--- src/rtl/vga_if.sv ---
// ---------------------------------------------------------------------------
// vga_if -- raster timing bundle produced by a VGA timing generator.
//
// Signals:
//   hcount [10:0]  horizontal pixel position within the line
//   vcount [10:0]  vertical line position within the frame
//   hsync          horizontal sync strobe
//   vsync          vertical sync strobe
//   hblnk          horizontal blanking strobe
//   vblnk          vertical blanking strobe
//
// Modports:
//   src  -- the generator side (drives everything)
//   mon  -- an observer side (samples everything)
// ---------------------------------------------------------------------------
interface vga_if;
  logic [10:0] hcount;
  logic [10:0] vcount;
  logic        hsync;
  logic        vsync;
  logic        hblnk;
  logic        vblnk;

  modport src (
    output hcount,
    output vcount,
    output hsync,
    output vsync,
    output hblnk,
    output vblnk
  );

  modport mon (
    input hcount,
    input vcount,
    input hsync,
    input vsync,
    input hblnk,
    input vblnk
  );
endinterface

--- src/rtl/vga_timing_monitor.sv ---
// ---------------------------------------------------------------------------
// vga_timing_monitor -- checks a live VGA timing stream against the raster
// described by the parameters and reports whether it is locked to it.
//
// The monitor waits for a (0,0) sample, then predicts every following pixel
// position with its own expected counters. One clean frame of prediction
// takes it to LOCKED; once locked, any disagreement raises sticky error
// flags, bumps a saturating error counter and drops back to searching.
// Disagreements seen while still tracking (not yet locked) only restart the
// search and are never reported as errors.
//
// Latency: inputs are registered on one edge, compared on the next edge, so
// flags and counters move two clocks after the offending input is presented.
//
// Ports:
//   clk         pixel clock, all logic on its rising edge
//   rst         asynchronous, active-high reset
//   vga_in      timing under test (vga_if.mon)
//   locked      high while in LOCKED
//   err_hcount  sticky: hcount disagreed while locked
//   err_vcount  sticky: vcount disagreed while locked
//   err_sync    sticky: hsync/vsync/hblnk/vblnk disagreed while locked
//   err_count   number of mismatching cycles while locked, saturates at 0xFFFF
//   frame_cnt   number of completed locked frames, wraps modulo 2^16
//
// Build option:
//   VGA_MON_SYNC_CHECK_EN  when defined, the four strobes are compared too;
//                          otherwise only hcount/vcount are compared and
//                          err_sync is constant 0.
// ---------------------------------------------------------------------------
module vga_timing_monitor #(
  parameter int unsigned HOR_TOTAL_TIME  = 1056,
  parameter int unsigned HOR_BLANK_START = 800,
  parameter int unsigned HOR_SYNC_START  = 840,
  parameter int unsigned HOR_SYNC_TIME   = 128,
  parameter int unsigned VER_TOTAL_TIME  = 628,
  parameter int unsigned VER_BLANK_START = 600,
  parameter int unsigned VER_SYNC_START  = 601,
  parameter int unsigned VER_SYNC_TIME   = 4
) (
  input  logic        clk,
  input  logic        rst,
  vga_if.mon          vga_in,
  output logic        locked,
  output logic        err_hcount,
  output logic        err_vcount,
  output logic        err_sync,
  output logic [15:0] err_count,
  output logic [15:0] frame_cnt
);

  // Raster landmarks, pre-sized to the 11-bit counter width so every compare
  // below is a plain unsigned 11-bit compare.
  localparam logic [10:0] H_LAST      = 11'(HOR_TOTAL_TIME - 1);
  localparam logic [10:0] V_LAST      = 11'(VER_TOTAL_TIME - 1);
  localparam logic [10:0] H_BLNK_FROM = 11'(HOR_BLANK_START);
  localparam logic [10:0] H_SYNC_FROM = 11'(HOR_SYNC_START);
  localparam logic [10:0] H_SYNC_TO   = 11'(HOR_SYNC_START + HOR_SYNC_TIME - 1);
  localparam logic [10:0] V_BLNK_FROM = 11'(VER_BLANK_START);
  localparam logic [10:0] V_SYNC_FROM = 11'(VER_SYNC_START);
  localparam logic [10:0] V_SYNC_TO   = 11'(VER_SYNC_START + VER_SYNC_TIME - 1);

  typedef enum logic [1:0] {
    SEARCH = 2'd0,
    TRACK  = 2'd1,
    LOCKED = 2'd2
  } state_t;

  state_t state_reg, state_next;

  // -------------------------------------------------------------------------
  // Input sample registers.
  // Strobe vector bit order: {hsync, vsync, hblnk, vblnk}.
  // smp_vld_reg marks that the sample registers hold a real captured sample;
  // right after reset they read (0,0), which must not be taken as the start
  // of a frame.
  // -------------------------------------------------------------------------
  logic [10:0] h_reg;
  logic [10:0] v_reg;
  logic [3:0]  strb_reg;
  logic        smp_vld_reg;

  always_ff @(posedge clk or posedge rst) begin
    if (rst) begin
      h_reg       <= '0;
      v_reg       <= '0;
      strb_reg    <= '0;
      smp_vld_reg <= 1'b0;
    end else begin
      h_reg       <= vga_in.hcount;
      v_reg       <= vga_in.vcount;
      strb_reg    <= {vga_in.hsync, vga_in.vsync, vga_in.hblnk, vga_in.vblnk};
      smp_vld_reg <= 1'b1;
    end
  end

  // -------------------------------------------------------------------------
  // Expected position of the sample currently held in h_reg/v_reg.
  // -------------------------------------------------------------------------
  logic [10:0] exp_h_reg, exp_h_next;
  logic [10:0] exp_v_reg, exp_v_next;

  logic        h_wrap;
  logic        frame_wrap;
  logic [10:0] exp_h_adv;
  logic [10:0] exp_v_adv;

  always_comb begin
    h_wrap     = (exp_h_reg == H_LAST);
    frame_wrap = h_wrap && (exp_v_reg == V_LAST);
    exp_h_adv  = h_wrap ? 11'd0 : exp_h_reg + 11'd1;
    exp_v_adv  = exp_v_reg;
    if (h_wrap) begin
      exp_v_adv = (exp_v_reg == V_LAST) ? 11'd0 : exp_v_reg + 11'd1;
    end
  end

  // -------------------------------------------------------------------------
  // Mismatch detection.
  // -------------------------------------------------------------------------
  logic mis_h;
  logic mis_v;
  logic mis_s;
  logic mismatch;

  assign mis_h = (h_reg != exp_h_reg);
  assign mis_v = (v_reg != exp_v_reg);

`ifdef VGA_MON_SYNC_CHECK_EN
  // Expected strobes, same bit order as strb_reg.
  logic [3:0] strb_exp;
  logic [3:0] strb_mis;

  assign strb_exp[3] = (exp_h_reg >= H_SYNC_FROM) && (exp_h_reg <= H_SYNC_TO);
  assign strb_exp[2] = (exp_v_reg >= V_SYNC_FROM) && (exp_v_reg <= V_SYNC_TO);
  assign strb_exp[1] = (exp_h_reg >= H_BLNK_FROM);
  assign strb_exp[0] = (exp_v_reg >= V_BLNK_FROM);

  genvar gi;
  generate
    for (gi = 0; gi < 4; gi++) begin : g_strb_cmp
      assign strb_mis[gi] = strb_reg[gi] ^ strb_exp[gi];
    end
  endgenerate

  assign mis_s = |strb_mis;
`else
  // Strobes are still captured (keeps the input stage identical in both
  // builds) but nothing looks at them, so neither do the landmark constants.
  logic unused_strb;
  assign unused_strb = ^{strb_reg, H_SYNC_FROM, H_SYNC_TO, H_BLNK_FROM,
                         V_SYNC_FROM, V_SYNC_TO, V_BLNK_FROM};
  assign mis_s = 1'b0;
`endif

  assign mismatch = mis_h | mis_v | mis_s;

  // -------------------------------------------------------------------------
  // Next-state logic. Only LOCKED reports errors or counts frames; a
  // mismatch on the frame-wrap cycle takes the mismatch branch, so such a
  // frame is never counted.
  // -------------------------------------------------------------------------
  logic set_err_h;
  logic set_err_v;
  logic set_err_s;
  logic err_inc;
  logic frame_inc;

  always_comb begin
    state_next = state_reg;
    exp_h_next = exp_h_reg;
    exp_v_next = exp_v_reg;
    set_err_h  = 1'b0;
    set_err_v  = 1'b0;
    set_err_s  = 1'b0;
    err_inc    = 1'b0;
    frame_inc  = 1'b0;

    case (state_reg)
      SEARCH: begin
        // The sample at (0,0) is already accounted for; predict pixel 1.
        if (smp_vld_reg && (h_reg == 11'd0) && (v_reg == 11'd0)) begin
          state_next = TRACK;
          exp_h_next = 11'd1;
          exp_v_next = 11'd0;
        end
      end

      TRACK: begin
        if (mismatch) begin
          state_next = SEARCH;
          exp_h_next = '0;
          exp_v_next = '0;
        end else begin
          exp_h_next = exp_h_adv;
          exp_v_next = exp_v_adv;
          if (frame_wrap) begin
            state_next = LOCKED;
          end
        end
      end

      LOCKED: begin
        if (mismatch) begin
          state_next = SEARCH;
          exp_h_next = '0;
          exp_v_next = '0;
          set_err_h  = mis_h;
          set_err_v  = mis_v;
          set_err_s  = mis_s;
          err_inc    = 1'b1;
        end else begin
          exp_h_next = exp_h_adv;
          exp_v_next = exp_v_adv;
          frame_inc  = frame_wrap;
        end
      end

      default: begin
        state_next = SEARCH;
        exp_h_next = '0;
        exp_v_next = '0;
      end
    endcase
  end

  // -------------------------------------------------------------------------
  // State, expected counters and reporting registers.
  // -------------------------------------------------------------------------
  logic        err_h_reg;
  logic        err_v_reg;
  logic        err_s_reg;
  logic [15:0] err_count_reg;
  logic [15:0] frame_cnt_reg;

  always_ff @(posedge clk or posedge rst) begin
    if (rst) begin
      state_reg     <= SEARCH;
      exp_h_reg     <= '0;
      exp_v_reg     <= '0;
      err_h_reg     <= 1'b0;
      err_v_reg     <= 1'b0;
      err_s_reg     <= 1'b0;
      err_count_reg <= '0;
      frame_cnt_reg <= '0;
    end else begin
      state_reg <= state_next;
      exp_h_reg <= exp_h_next;
      exp_v_reg <= exp_v_next;
      // Flags only ever get set here; the reset branch is the sole way out.
      if (set_err_h) err_h_reg <= 1'b1;
      if (set_err_v) err_v_reg <= 1'b1;
      if (set_err_s) err_s_reg <= 1'b1;
      if (err_inc && (err_count_reg != 16'hFFFF)) begin
        err_count_reg <= err_count_reg + 16'd1;
      end
      if (frame_inc) begin
        frame_cnt_reg <= frame_cnt_reg + 16'd1;
      end
    end
  end

  assign locked     = (state_reg == LOCKED);
  assign err_hcount = err_h_reg;
  assign err_vcount = err_v_reg;
  assign err_count  = err_count_reg;
  assign frame_cnt  = frame_cnt_reg;

`ifdef VGA_MON_SYNC_CHECK_EN
  assign err_sync = err_s_reg;
`else
  // Strobe mismatches cannot occur in this build, so the flag never sets;
  // it is tied off explicitly and the (constant) register is left unread.
  logic unused_err_s;
  assign unused_err_s = err_s_reg;
  assign err_sync     = 1'b0;
`endif

endmodule
--- src/flat_wrapper.sv ---
// flat-port wrapper written by rule: the top's interface ports become plain ports
module vga_timing_monitor_flat 
#(
  parameter int unsigned HOR_TOTAL_TIME  = 1056,
  parameter int unsigned HOR_BLANK_START = 800,
  parameter int unsigned HOR_SYNC_START  = 840,
  parameter int unsigned HOR_SYNC_TIME   = 128,
  parameter int unsigned VER_TOTAL_TIME  = 628,
  parameter int unsigned VER_BLANK_START = 600,
  parameter int unsigned VER_SYNC_START  = 601,
  parameter int unsigned VER_SYNC_TIME   = 4
)
  (clk, rst, locked, err_hcount, err_vcount, err_sync, err_count, frame_cnt, vga_in_hcount, vga_in_vcount, vga_in_hsync, vga_in_vsync, vga_in_hblnk, vga_in_vblnk);
  vga_if vga_in_i ();
  input  logic clk;
  input  logic rst;
  output logic locked;
  output logic err_hcount;
  output logic err_vcount;
  output logic err_sync;
  output logic [15:0] err_count;
  output logic [15:0] frame_cnt;
  input wire logic [$bits(vga_in_i.hcount)-1:0] vga_in_hcount;
  input wire logic [$bits(vga_in_i.vcount)-1:0] vga_in_vcount;
  input wire logic [$bits(vga_in_i.hsync)-1:0] vga_in_hsync;
  input wire logic [$bits(vga_in_i.vsync)-1:0] vga_in_vsync;
  input wire logic [$bits(vga_in_i.hblnk)-1:0] vga_in_hblnk;
  input wire logic [$bits(vga_in_i.vblnk)-1:0] vga_in_vblnk;
  assign vga_in_i.hcount = vga_in_hcount;
  assign vga_in_i.vcount = vga_in_vcount;
  assign vga_in_i.hsync = vga_in_hsync;
  assign vga_in_i.vsync = vga_in_vsync;
  assign vga_in_i.hblnk = vga_in_hblnk;
  assign vga_in_i.vblnk = vga_in_vblnk;
  vga_timing_monitor #(.HOR_TOTAL_TIME(HOR_TOTAL_TIME), .HOR_BLANK_START(HOR_BLANK_START), .HOR_SYNC_START(HOR_SYNC_START), .HOR_SYNC_TIME(HOR_SYNC_TIME), .VER_TOTAL_TIME(VER_TOTAL_TIME), .VER_BLANK_START(VER_BLANK_START), .VER_SYNC_START(VER_SYNC_START), .VER_SYNC_TIME(VER_SYNC_TIME)) u_core (.clk(clk), .rst(rst), .vga_in(vga_in_i), .locked(locked), .err_hcount(err_hcount), .err_vcount(err_vcount), .err_sync(err_sync), .err_count(err_count), .frame_cnt(frame_cnt));
endmodule
--- config.mk ---
export PLATFORM = sky130hd
export DESIGN_NAME = vga_timing_monitor_flat
export DESIGN_NICKNAME = d
export VERILOG_FILES = /design/src/rtl/vga_if.sv /design/src/rtl/vga_timing_monitor.sv /design/src/flat_wrapper.sv
export SDC_FILE = /design/constraint.sdc
export NUM_CORES = 1
export LEC_CHECK = 0
export CELL_PAD_IN_SITES_DETAIL_PLACEMENT = 0
export CELL_PAD_IN_SITES_GLOBAL_PLACEMENT = 1
export CORE_MARGIN = 3
export CORE_UTILIZATION = 53
export DETAILED_ROUTE_END_ITERATION = 12
export DONT_BUFFER_PORTS = 1
export MAX_ROUTING_LAYER = met4
export PLACE_DENSITY = 0.82
export SKIP_LAST_GASP = 1
export SYNTH_ARGS = -nofsm -noshare
export SYNTH_HDL_FRONTEND = slang
export SYNTH_SLANG_ARGS = --single-unit
--- constraint.sdc ---
create_clock -name clk -period 4.1 [get_ports clk]
set_clock_uncertainty 0.05 [all_clocks]
set_input_delay 0.615 -clock clk [delete_from_list [all_inputs] [get_ports clk]]
set_output_delay 0.615 -clock clk [all_outputs]
set_load 0.05 [all_outputs]
* After elaboration in Yosys (flattened, before gate mapping) *
Index checks and enable logic that the tools add are counted.
W data, S select, Z words.

storage, ports and cells
  bits of input ports = 28
  output and inout port bits = 36
  flip-flop bits (word level) = 81

cells by class
  $add $sub $neg = 4
  mux-type cells = 22
  bitwise gates (word level) = 1
  equality and inequality tests = 11
  reduce and logical (&&, ||, !) cells = 10

operators with widths
  kind                     number
  $mux W11                 7
  $pmux W11 S2             2
  $add A16 B1 Y16 const B  2
  $add A11 B1 Y11 const B  2
  $logic_not A11 Y1        2
  $ne A11 B11 Y1           2
  $ne A16 B16 Y1 const B   1
  $eq A11 B10 Y1 const B   1
  $eq A11 B11 Y1 const B   1
  $mux W1                  8
  $mux W2                  4
  $ne A3 B1 Y1 const B     2
  $pmux W2 S3              1
  $logic_and A1 B1 Y1      4
  $ne A2 B1 Y1 const B     2
  $reduce_and A3 Y1        1
  $eq A2 B1 Y1 const B     1
  $eq A2 B2 Y1 const B     1
  $logic_not A2 Y1         1
  $reduce_and A2 Y1        1
  $reduce_or A2 Y1         1
  $or A1 B1 Y1             1

* Depth between registers and ports, before layout *
  depth after elaboration = 5
  mapped depth = 9
  gate-level depth less buffers = 7

* Worst setup path after synthesis *
No wires, ideal clock.

  kind = reg-to-reg
  start point = register u_core.exp_h_reg[0]
  end point = register u_core.frame_cnt_reg[15], in the netlist u_core.frame_cnt[15]
  arrival time = 2.120 ns
  stages on the path, launching flop included = 10
  setup slack = 1.848 ns
  path buffers = 2
  data required time = 3.968 ns
  library setup time = 0.082 ns
  cells stage by stage = dfrtp_1 ha_1 nand4_1 nand4bb_1 buf_2 or2_0 buf_2 or4_4 nor2_2 xor2_1

on the way
  longest elaborated chain between the ends = 4
  elaborated cells between the ends (all ways) = 6

ends and longest elaborated chain
  item                                                 RTL line                                              source
  start, declared                                      vga_timing_monitor.sv:100                             logic [10:0] exp_h_reg, exp_h_next;
  start signal, assigned                               vga_timing_monitor.sv:248                             exp_h_reg <= exp_h_next;
  $ne A11 B11 Y1 or $eq A11 B11 Y1 (tied branches)     vga_timing_monitor.sv:126, vga_timing_monitor.sv:109
  $or A1 B1 Y1 or $logic_and A1 B1 Y1 (tied branches)  vga_timing_monitor.sv:156, vga_timing_monitor.sv:110
  $mux W1 (*)                                          vga_timing_monitor.sv:204                             if (mismatch) begin
  $mux W1 (*)                                          vga_timing_monitor.sv:179                             case (state_reg)
  end signal, assigned                                 vga_timing_monitor.sv:258                             frame_cnt_reg <= frame_cnt_reg + 16'd1;
  end, declared                                        vga_timing_monitor.sv:234                             logic [15:0] frame_cnt_reg;

Mark *: on every way between the ends. The rest lies on a longest branch, timed or not.
A chain may end at the register's enable or synchronous reset.

* Worst setup path after layout *
  start point = register u_core.h_reg[0]
  end point = register u_core.exp_h_reg[8]

on the way
  longest elaborated chain between the ends = 4
  elaborated cells between the ends (all ways) = 8

ends and longest elaborated chain
  item                                                 RTL line                                                                         source
  start, declared                                      vga_timing_monitor.sv:78                                                         logic [10:0] h_reg;
  start signal, assigned                               vga_timing_monitor.sv:90                                                         h_reg <= vga_in.hcount;
  $ne A11 B11 Y1 or $logic_not A11 Y1 (tied branches)  vga_timing_monitor.sv:126, vga_timing_monitor.sv:182
  $or A1 B1 Y1 or $logic_and A1 B1 Y1 (tied branches)  vga_timing_monitor.sv:156, vga_timing_monitor.sv:182
  $mux W11 or $logic_and A1 B1 Y1 (tied branches)      vga_timing_monitor.sv:190, vga_timing_monitor.sv:204, vga_timing_monitor.sv:182
  $pmux W11 S2 or $ne A2 B1 Y1 (tied branches)         --

Several ways; a longest one is shown, not always the timed one.

==> flow_metrics.tcl <==
set metrics [dict create \
    final_common_cell "dfrtp_1" \
    vias_per_cell 5.92 \
    gr-total-overflow 0 \
    hpwl_mm 5.93 \
    areaGrowthSynthToFinish_pct 6.89 \
    clockBufferDepth 2 \
    clock-sinks 81 \
    p_leak_nw 2.03 \
    p_sw_mw 0.407 \
    status "finished clean" \
    grt_pass1_vias 2925 \
    tightestPinTransition_ns 1.06 \
    cts_hold_buf 0 \
    ir_drop_mv 0.219 \
    r2r_cells 6 \
    htreeDepth 3 \
    worst_slack_ns 1.24 \
    maxSlewViolCount 0 \
    synth-async-reset-ratio_pct 100 \
    nFillCells 629 \
    endpoint_kind "flip-flop" \
    wl_per_cell_um 16.5 \
    synth_seq_cells 81 \
    syn_nets 447 \
    cts_buffers 9 \
    place_congestion 0.835 \
    die_w_um 94.0 \
    finalSetupViolations 0 \
    antenna_cells 0 \
    internal_power_mw 1.16 \
    clkPwrFrac_pct 37.1 \
    num_vias 3042 \
    comb_power_share_pct 10.0 \
    io_pins 64 \
    cts_tree "built" \
    fp-row-count 31 \
    cap_violations 0 \
    synth_edf_count 0 \
    netSwitchingFraction_pct 26.0 \
    ant_nets 0 \
    slew_headroom_pct 29.4 \
    route.detailed.drc 0 \
    clkTransAtPathRegs_ns 0.09 \
    core_area_mm2 0.00737 \
    dieArea_mm2 0.00883 \
    power_frac_seq_pct 52.9 \
    cts_setup_buffers 0 \
    pwr_density_cell_mw_per_mm2 357 \
    tns_ns 0 \
    critPathLaunchType "flip-flop" \
    r2r-start "u_core.h_reg[0]" \
    drive_gt1_share_pct 7.23 \
    yosys_warnings 0 \
    drt-initial-drc-count 150 \
    final_nets 446 \
    dr.pass1.iters 4 \
    min_path_type "in2async" \
    io_buffers 0 \
    crit_fanout 29 \
    cp.arrival_ns 3.10 \
    dpl_worst_slack_ns 1.27 \
    routed_wl_mm 8.48 \
    synth.distinct_cells 48 \
    fin_util_pct 59.5 \
    syn_inst 411 \
    fp.dieH_um 94.0 \
    start_util_pct 55.7 \
    syn_area_per_cell_um2 9.98 \
    synth_flop_cell "dfrtp_1" \
    rsz0062_at_grt "false" \
    r2r_slack_ns 1.24 \
    cts-root-buf "clkbuf_8" \
    required_ns 4.33 \
    clk_latency_ns 0.35 \
    grt_use_total_pct 21.2 \
    fmax_ghz 0.350 \
    period_share_pct 69.8 \
    r2r-end "u_core.exp_h_reg[8]" \
    grt_pass1_wl_mm 14.3 \
    cts-resized-gates 0 \
    finalHoldViolCount 0 \
    grt_max_degree 42 \
    final_cell_mix "81 x dfrtp_1, 42 x nand2_1, 39 x xor2_1" \
    antenna_found_initial 0 \
    synth_area_mm2 0.00410 \
    fin_crit_ns 2.86 \
    worst-setup-path-type "reg2reg" \
    seq_area_frac_synth_pct 49.4 \
]
## power groups by stage
stage	logic (mW)	clock network (mW)	registers, mW
floorplan	0.125	0	0.840
global placement	0.153	0	0.843
detailed placement	0.155	0	0.843
CTS	0.156	0.602	0.827
global route	0.178	0.632	0.829
finish	0.157	0.581	0.828
## stage by stage
stage | hold slack, ns | power, mW | cells | instance area [um2]
floorplan | 0.458 | 0.965 | 411 | 4100
global route | 0.214 | 1.64 | 514 | 4390
finish | 0.180 | 1.57 | 514 | 4390
global placement | 0.493 | 0.996 | 498 | 4190
CTS | 0.194 | 1.58 | 514 | 4390
detailed placement | 0.501 | 0.999 | 498 | 4190
## cells in the mapped netlist (all sizes together), types with 12 or more instances
| library cell | instances | area [um2] |
|---|---|---|
| a21o | 12 | 90.1 |
| and3 | 14 | 87.6 |
| dfrtp | 81 | 2030 |
| nand2 | 42 | 158 |
| nand3 | 23 | 115 |
| nand4 | 26 | 169 |
| nor2 | 18 | 70.1 |
| nor3 | 15 | 75.1 |
| nor4 | 20 | 138 |
| xnor2 | 13 | 114 |
| xor2 | 39 | 342 |
## worst max-delay path by stage
stage,start,to,cells after the start,slack [ns]
2_1_floorplan,rst,u_core.err_count[0],1,1.35
5_1_grt,u_core.h_reg[1],u_core.exp_v_reg[9],6,0.98
6_report,u_core.h_reg[0],u_core.exp_h_reg[8],6,1.24
4_1_cts,u_core.h_reg[0],u_core.exp_h_reg[8],6,1.24
3_5_place_dp,u_core.h_reg[0],u_core.exp_h_reg[8],6,1.27
3_3_place_gp,u_core.h_reg[0],u_core.exp_h_reg[8],6,1.31
## routing by layer
layer | vias up | routed length [um] | GRT usage, % | part of all wire (%)
met1 | 1471 | 3870 | 28.4 | 46
met5 | - | 0 | - | 0
met2 | 85 | 3930 | 31.6 | 46
met4 | 0 | 111 | 6.50 | 1.3
met3 | 10 | 560 | 5.77 | 6.6
li1 | 1476 | - | - | -
## worst max-delay path: stages (launching register included)
cell and delay, ns:
dfrtp_1 0.39, nor4b_1 0.61, nand4_1 0.33, o21a_1 0.65
or3_1 0.51, a21oi_1 0.15, a21o_1 0.11
## cell type report
cell class	count	area (um2)	area share, %
Inverter	11	42.5	0.970
Clock inverter	4	52.6	1.20
Tap cell	99	124	2.82
Sequential cell	81	2030	46.2
Multi-Input combinational cell	301	1950	44.5
Timing Repair Buffer	6	45.0	1.03
Clock buffer	12	145	3.31
## logic make-up after synthesis
kind of cell             synth area share, %
AND/OR/NAND/NOR                         24.0
flip-flops                              49.4
AO/OA/AOI/OAI                           8.33
XOR/XNOR                                11.1
buffers and inverters                   3.23
adder cells (fa/ha/maj)                 2.44
multiplexers                            1.28
other                                  0.183
Power figures use the tool's default switching activity.
